## src/rtl/conv3x3_stream.sv

```systemverilog
// Streaming 3x3 convolution over a raster image, valid-window only (no padding).
// Double-banked coefficients: writes land in a shadow bank that is copied to the active bank while idle.
//
// state | meaning
// IDLE  | between frames; active coefficients follow the shadow bank
// RUN   | frame in progress; active coefficients frozen
module conv3x3_stream #(
   parameter int DATA_W = 9,
   parameter int COEF_W = 9,
   parameter int ACC_W  = 20,
   parameter int IMG_W  = 8,
   parameter int IMG_H  = 8
) (
   input  logic                     clk,
   input  logic                     reset,
   input  logic                     in_valid,
   input  logic signed [DATA_W-1:0] in_data,
   input  logic                     coef_we,
   input  logic [3:0]               coef_addr,
   input  logic signed [COEF_W-1:0] coef_data,
   output logic                     out_valid,
   output logic signed [ACC_W-1:0]  out_data,
   output logic                     frame_done
);

   localparam int FULL_W = DATA_W + COEF_W + 4;
   localparam int PROD_W = DATA_W + COEF_W;
   localparam int CW     = $clog2(IMG_W);
   localparam int RW     = $clog2(IMG_H);
   localparam logic signed [FULL_W-1:0] ACC_MAX = FULL_W'((64'sd1 <<< (ACC_W - 1)) - 64'sd1);
   localparam logic signed [FULL_W-1:0] ACC_MIN = FULL_W'(-(64'sd1 <<< (ACC_W - 1)));
   localparam logic signed [COEF_W-1:0] COEF_ONE = COEF_W'(1);

   typedef enum logic {
      IDLE = 1'b0,
      RUN  = 1'b1
   } state_t;

   state_t state, state_nxt;

   logic [CW-1:0] col;
   logic [RW-1:0] row;
   logic          last_px;
   logic          win_ok;

   logic signed [COEF_W-1:0] coef_shd [9];
   logic signed [COEF_W-1:0] coef_act [9];
   logic signed [DATA_W-1:0] lb1 [IMG_W];
   logic signed [DATA_W-1:0] lb2 [IMG_W];
   logic signed [DATA_W-1:0] win [9];
   logic signed [PROD_W-1:0] prod [9];

   logic v1, v2, d1, d2;
   logic signed [FULL_W-1:0] sum;
   logic signed [ACC_W-1:0]  sat;

   assign last_px = (row == RW'(IMG_H - 1)) && (col == CW'(IMG_W - 1));
   assign win_ok  = (row >= RW'(2)) && (col >= CW'(2));

   always_ff @(posedge clk or negedge reset) begin
      if (!reset) begin
         col <= '0;
         row <= '0;
      end else if (in_valid) begin
         if (col == CW'(IMG_W - 1)) begin
            col <= '0;
            row <= (row == RW'(IMG_H - 1)) ? '0 : row + RW'(1);
         end else begin
            col <= col + CW'(1);
         end
      end
   end

   always_ff @(posedge clk or negedge reset) begin
      if (!reset) state <= IDLE;
      else        state <= state_nxt;
   end

   always_comb begin
      state_nxt = state;
      case (state)
         IDLE:    if (in_valid) state_nxt = RUN;
         RUN:     if (in_valid && last_px) state_nxt = IDLE;
         default: state_nxt = IDLE;
      endcase
   end

   // The active copy is taken on the same edge that accepts a frame's first pixel,
   // so a write in that cycle only reaches the shadow bank.
   always_ff @(posedge clk or negedge reset) begin
      if (!reset) begin
         for (int i = 0; i < 9; i++) begin
            coef_shd[i] <= (i == 4) ? COEF_ONE : '0;
            coef_act[i] <= (i == 4) ? COEF_ONE : '0;
         end
      end else begin
         if (coef_we && (coef_addr < 4'd9)) coef_shd[coef_addr] <= coef_data;
         if (state == IDLE) coef_act <= coef_shd;
      end
   end

   // Line buffers hold rows r-1 (lb1) and r-2 (lb2) at the current column.
   always_ff @(posedge clk) begin
      if (in_valid) begin
         win[0]   <= win[1];
         win[1]   <= win[2];
         win[2]   <= lb2[col];
         win[3]   <= win[4];
         win[4]   <= win[5];
         win[5]   <= lb1[col];
         win[6]   <= win[7];
         win[7]   <= win[8];
         win[8]   <= in_data;
         lb2[col] <= lb1[col];
         lb1[col] <= in_data;
      end
   end

   always_ff @(posedge clk) begin
      if (v1) begin
         for (int i = 0; i < 9; i++) prod[i] <= win[i] * coef_act[i];
      end
   end

   always_comb begin
      sum = '0;
      for (int i = 0; i < 9; i++) sum = sum + FULL_W'(prod[i]);
      sat = sum[ACC_W-1:0];
      if (sum > ACC_MAX)      sat = ACC_MAX[ACC_W-1:0];
      else if (sum < ACC_MIN) sat = ACC_MIN[ACC_W-1:0];
   end

   always_ff @(posedge clk or negedge reset) begin
      if (!reset) begin
         v1         <= 1'b0;
         d1         <= 1'b0;
         v2         <= 1'b0;
         d2         <= 1'b0;
         out_valid  <= 1'b0;
         frame_done <= 1'b0;
         out_data   <= '0;
      end else begin
         v1         <= in_valid && win_ok;
         d1         <= in_valid && last_px;
         v2         <= v1;
         d2         <= d1;
         out_valid  <= v2;
         frame_done <= d2;
         if (v2) out_data <= sat;
      end
   end

endmodule

```

## config.mk

```make
export PLATFORM = sky130hd
export DESIGN_NAME = conv3x3_stream
export DESIGN_NICKNAME = d
export VERILOG_FILES = /design/src/rtl/conv3x3_stream.sv
export SDC_FILE = /design/constraint.sdc
export NUM_CORES = 2
export LEC_CHECK = 0
export CAP_MARGIN = 10
export CORE_ASPECT_RATIO = 1.25
export CORE_UTILIZATION = 59
export CTS_CLUSTER_SIZE = 28
export DETAILED_ROUTE_END_ITERATION = 8
export PLACE_DENSITY = 0.87
export RECOVER_POWER = 50
export SLEW_MARGIN = 10
export SYNTH_ARGS = -nofsm -noshare
export SYNTH_HDL_FRONTEND = slang
export SYNTH_SLANG_ARGS = --single-unit
```

## constraint.sdc

```tcl
create_clock -name clk -period 5 [get_ports clk]
set_input_delay 1.5 -clock clk [delete_from_list [all_inputs] [get_ports clk]]
set_output_delay 1.5 -clock clk [all_outputs]
set_load 0.02 [all_outputs]
```

# --- Word-level counts from Yosys, hierarchy flattened ---
# Memory sizes are Yosys's and may differ from the RTL's.
# Cells that the tools add are included.
totals:
  reg_bits: 195
  ram_bits: 387
  input_bits: 26
  output_inout_bits: 22
  word_cells: 82
  mem_count: 4
memory_table:
  columns: ["name", "words", "word_bits", "rd", "rd_ports_with_merged_regs", "write_ports", "line_no", "text"]
  rows:
  - ["prod", 9, 18, 9, 0, 9, "51", "logic signed [PROD_W-1:0] prod [9];"]
  - ["win", 9, 9, 9, 0, 9, "50", "logic signed [DATA_W-1:0] win [9];"]
  - ["lb1", 8, 9, 1, 0, 1, "48", "logic signed [DATA_W-1:0] lb1 [IMG_W];"]
  - ["lb2", 8, 9, 1, 0, 1, "49", "logic signed [DATA_W-1:0] lb2 [IMG_W];"]
op_classes:
  n_addsub: 10
  n_mul: 9
  order_cmp: 7
  eq_ne: 2
  muxes: 13
  bitwise: 2
  reduce_logical: 7
op_table:
  columns: ["op", "n"]
  rows:
  - ["9-bit by 9-bit multiplier with 18-bit output", 9]
  - ["22-bit by 18-bit adder with 22-bit output", 4]
  - ["81-bit bitwise mux", 1]
  - ["20-bit 2-to-1 mux", 2]
  - ["9-bit demux with 4-bit select", 1]
  - ["21-bit by 18-bit adder with 22-bit output", 1]
  - ["22-bit by 20-bit > comparator with 1-bit output (second input constant)", 1]
  - ["22-bit by 20-bit < comparator with 1-bit output (second input constant)", 1]
  - ["20-bit by 18-bit adder with 21-bit output", 1]
  - ["19-bit by 18-bit adder with 20-bit output", 1]
  - ["18-bit by 18-bit adder with 19-bit output", 1]
  - ["9-bit 2-to-1 mux", 1]
  - ["3-bit by 1-bit adder with 3-bit output (second input constant)", 2]
  - ["3-bit == test (second input constant)", 2]
  - ["3-bit by 2-bit greater-or-equal comparator with 1-bit output (second input constant)", 2]
  - ["1-bit logical AND", 6]
  - ["3-bit 2-to-1 mux", 2]
  - ["5-bit greater-or-equal comparator (second input constant)", 1]
  - ["5-bit by 1-bit < comparator with 1-bit output (second input constant)", 1]
  - ["1-bit 2-to-1 mux", 5]
  - ["4-bit inverter with 5-bit output", 1]
  - ["4-bit < comparator (second input constant)", 1]
  - ["1-bit case mux with 2 select lines", 1]
  - ["2-bit AND reduction", 1]
  - ["1-bit inverter", 1]

# --- Logic depth before layout (Yosys ltp) ---
depth:
  depth_word: 11
  depth_mapped: 21
  ltp_nobuf: 20

# --- Worst setup path after synthesis ---
# Ideal clock, no wire load.
synth_timing:
  path_type: "register to register"
  from: "register coef_act[36] (netlist name)"
  to: "memory prod[0][89] (netlist name) (data pin)"
  setup_time_ps: 268
  arrival_time_ps: 4860
  required_time_ps: 4732
  path_slack_ps: -128
  stages_incl_launch_ff: 21
  path_buffers: 1
  synth_period_minus_slack_ps: 5128
  cell_sequence: "dfstp_2 -> clkbuf_1 -> nand2_1 -> fa_1 -> fa_1 -> inv_1 -> ha_1 -> inv_1 -> fa_1 -> inv_1 -> ha_1 -> ha_1 -> fa_1 -> a21o_1 -> a21oi_1 -> nor2b_1 -> o21a_1 -> a21oi_1 -> o21ai_0 -> o41ai_1 -> xnor2_1"
synth_rtl:
  columns: ["item", "line_no", "text"]
  rows:
  - ["start, declared", "47", "logic signed [COEF_W-1:0] coef_act [9];"]
  - ["start signal, assigned by index", "94", "coef_act[i] <= (i == 4) ? COEF_ONE : '0;"]
  - ["start signal, assigned", "98", "if (state == IDLE) coef_act <= coef_shd;"]
  - ["end, declared", "51", null]

==> results.txt <==
----------------------------------------------------
[Run status]
  Violations in the final reports ... negative setup slack
  Run status ... finished with violations

[Detailed routing]
  Pre-Repair DR Iteration Count ... 8
  Final routed wirelength across all metal layers ... 130400 um
  Detailed-route via count ... 33660
  Iteration-0 DRC Markers ... 2802
  Antenna Nets Post-Route ... 0
  # DRC ... 0
  Detailed-route vias per instance ... 5.765
  WL per Instance ... 22.34 um

[Global route]
  Antenna violations before repair ... 2
  Largest net degree at the start of global routing ... 85
  Vias in the first global route ... 36130
  Total Routing Usage GR ... 28.71%
  Global route overflow ... 0
  Global-route wire length before repair ... 193400 um

[Timing]
  Final setup slack of the worst path ... -0.2009 ns
  Worst hold margin ... 0.3515 ns
  Setup repair after global routing missed its margin ... true
  Setup violations, final ... 30
  Max Fclk ... 192.3 MHz
  Max-slew violation count ... 0
  Hold violation total from the final report ... 0
  Post-route fraction of the period consumed by the critical path ... 104.0%
  Final worst clock skew ... 0.02139 ns
  Crit path time final ... 5.201 ns
  Max-slew headroom ... 14.58%
  Worst-Margin Slew ... 1.277 ns

[Synth]
  Async set-reset flop share out of synthesis ... 33.51%
  Mapped Nets ... 5482
  Top-count cell post-synth ... inv_1
  Number of enable-type register cells in the synthesized netlist ... 387
  List of most frequent post-synthesis cells ... 869 x inv_1, 759 x fa_1, 393 x nand2_1
  Fraction of the yosys area taken by sequential cells ... 32.24%
  Flip-flop and latch count after synthesis ... 582
  Synth area leaders ... fa_1 30%, edfxtp_1 23%, dfrtp_1 9.4%
  Average cell area after synthesis ... 11.82 um2
  Number of library cell types mapped by synthesis ... 65
  Primary FF master, synth ... edfxtp_1
  Yosys warning count ... 0
  Post-synth top area share ... 29.68%
  Gate count after technology mapping ... 4329
  Yosys top cell by area ... fa_1
  Synth Cell Area ... 0.05119 mm2

[Place]
  Number of input and output port buffers inserted ... 47
  DPL Wire Length ... 90180 um
  Weighted congestion at the end of routability-driven global placement ... 0.9520
  Area of placed instances ... 0.05434 mm2

[Setup path]
  Crit path capture type ... flop
  Logic depth of the worst setup path including buffers ... 19
  Delay of the slowest cell on the worst path ... 0.61 ns
  Kind of start point of the critical path ... flop
  Worst-path cell chain ... nand2_1 > fa_1 > fa_1 > inv_1 > ha_1 > inv_2 > fa_1 > inv_2 > ha_4 > ha_4 > fa_2 > a21o_1 > a21oi_4 > nor2b_2 > o211ai_1 > a21oi_2 > nor4_2 > o21bai_1 > xnor2_1
  Reg2reg path depth ... 19
  Register-to-Register Setup Slack ... -0.20 ns
  Endpoint of the worst register-to-register path ... prod[0][125]
  Required time of the worst setup path ... 5.40 ns
  Top fanout value on the critical path ... 8
  Arrival time worst endpoint ... 5.60 ns
  Slowest library cell on the worst path ... fa_1
  Cell family with the largest share of critical-path delay ... adder cells
  Category of the most critical setup path ... flop to flop
  Number of buffers and inverters on the critical path ... 3
  CP most frequent cell ... fa_1
  Critical R2R Launch ... win[0][56]

[Clock tree]
  Worst-skew pair later-pin latency ... 0.67 ns
  Cell at the root of the clock tree ... clkbuf_16
  Clock sink count ... 582
  H-tree lvl count ... 2
  Clock tree from TritonCTS ... done
  Clock buffers created by TritonCTS ... 60
  Buffer levels on the longest clock path ... 3
  Number of hold buffers added after CTS ... 0
  Reg clk slew, reported paths ... 0.07 ns

[Die]
  Floorplan die area ... 0.08795 mm2
  Placement row count ... 120
  Initial core utilization ... 59.71%
  Placeable Area ... 0.08573 mm2
  Die Ht ... 331.3 um
  Number of primary I/O pins ... 48
  DIE WIDTH ... 265.5 um

[Layout]
  Fraction of the core area covered by cells at the end of the flow ... 67.93%
  Post-route cell area ... 0.05824 mm2
  Share of cells above drive strength 1 ... 17.99%
  Layout area overhead ... 13.78%
  Nets@finish ... 5776

[Hold path]
  HP Class ... flop to flop
  Hold_sp ... d2
  Hold Path End ... frame_done
  Hold path depth ... 0

[Job]
  Max-capacitance violation count ... 0

----------------------------------------------------
through the flow:
stage	TNS [ns]	setup slack [ns]	std cells
after global routing	-5.993	-0.3634	5834
after CTS	-0.03639	-0.01907	5760
after detailed placement	-1.397	-0.2726	5629
after global placement	-0.04899	-0.03216	5629
final	-1.627	-0.2009	5838
after floorplan	0	0.003437	4329
layer usage:
| layer | part of all wire [%] | up-vias | global-route usage [%] |
|---|---|---|---|
| met5 | 0 | - | 0 |
| li1 | - | 14230 | - |
| met1 | 34 | 17190 | 34.21 |
| met2 | 51 | 1665 | 48.91 |
| met3 | 7.3 | 575 | 4.128 |
| met4 | 7.9 | 0 | 18.23 |
final cells by class:
cell class,instances,area (um2)
Timing Repair Buffer,356,2850
Clock buffer,69,1545
Tap cell,1159,1450
Fill cell,5307,27490
Antenna cell,4,10.01
Inverter,869,3262
Sequential cell,582,16530
Clock inverter,45,639.4
Multi-Input combinational cell,2754,31950
cell usage in the layout, fill, tap and decap left out, types with 30 or more instances in the layout:
master / n
clkdlybuf4s50_1: 45
xor2_1: 42
buf_4: 245
fa_2: 45
and2_1: 298
nor2b_1: 34
mux4_2: 36
ha_4: 32
a21o_1: 30
clkbuf_1: 38
a21oi_1: 56
xnor2_1: 141
inv_1: 854
clkbuf_16: 62
nand2_1: 383
nand2b_1: 69
mux2_2: 184
dfrtp_1: 172
fa_1: 714
edfxtp_1: 387
ha_1: 328
nor2_1: 81
what timing repair did:
item | 4_1_cts | 5_1_grt
buffers inserted | 17 | 71
endpoints found under the setup margin | 40 | 55
pin swaps | 15 | 137
gates cloned | 0 | 3
gates resized for setup | 40 | 217
sequential cells by signal, indices dropped and copies added, names as in the netlist:
register,count
coef_act,81
coef_shd,81
col,3
d1,1
d2,1
frame_done,1
lb1,72
lb2,72
out_data,20
out_valid,1
prod,162
row,3
state,1
v1,1
v2,1
win,81
logic make-up (layout without fill, tap and decap cells):
group / Yosys count / in the layout / synth area share [%]
other: 0 / 4 / 0
and+or+nand+nor: 970 / 970 / 9.484
DFF: 582 / 582 / 32.24
AOI/OAI and AO/OA: 249 / 249 / 3.390
adders and majority gates: 1127 / 1127 / 38.68
xor gates and xnor gates: 186 / 186 / 3.219
muxes: 222 / 222 / 5.671
buffers and inverters: 993 / 1339 / 7.314
worst max-delay path by stage:
stage | from | to | slack (ns)
floorplan | win[0][41] | prod[0][89] | 0.003
global placement | win[0][31] | prod[0][71] | -0.03
detailed placement | coef_act[73] | prod[0][17] | -0.27
CTS | win[0][12] | prod[0][32] | -0.02
global route | win[0][56] | prod[0][125] | -0.36
finish | win[0][56] | prod[0][125] | -0.20
Power is left out: the tool's default activity adds up to more than one toggle a clock period on the data nets, which glitch-free logic cannot reach.
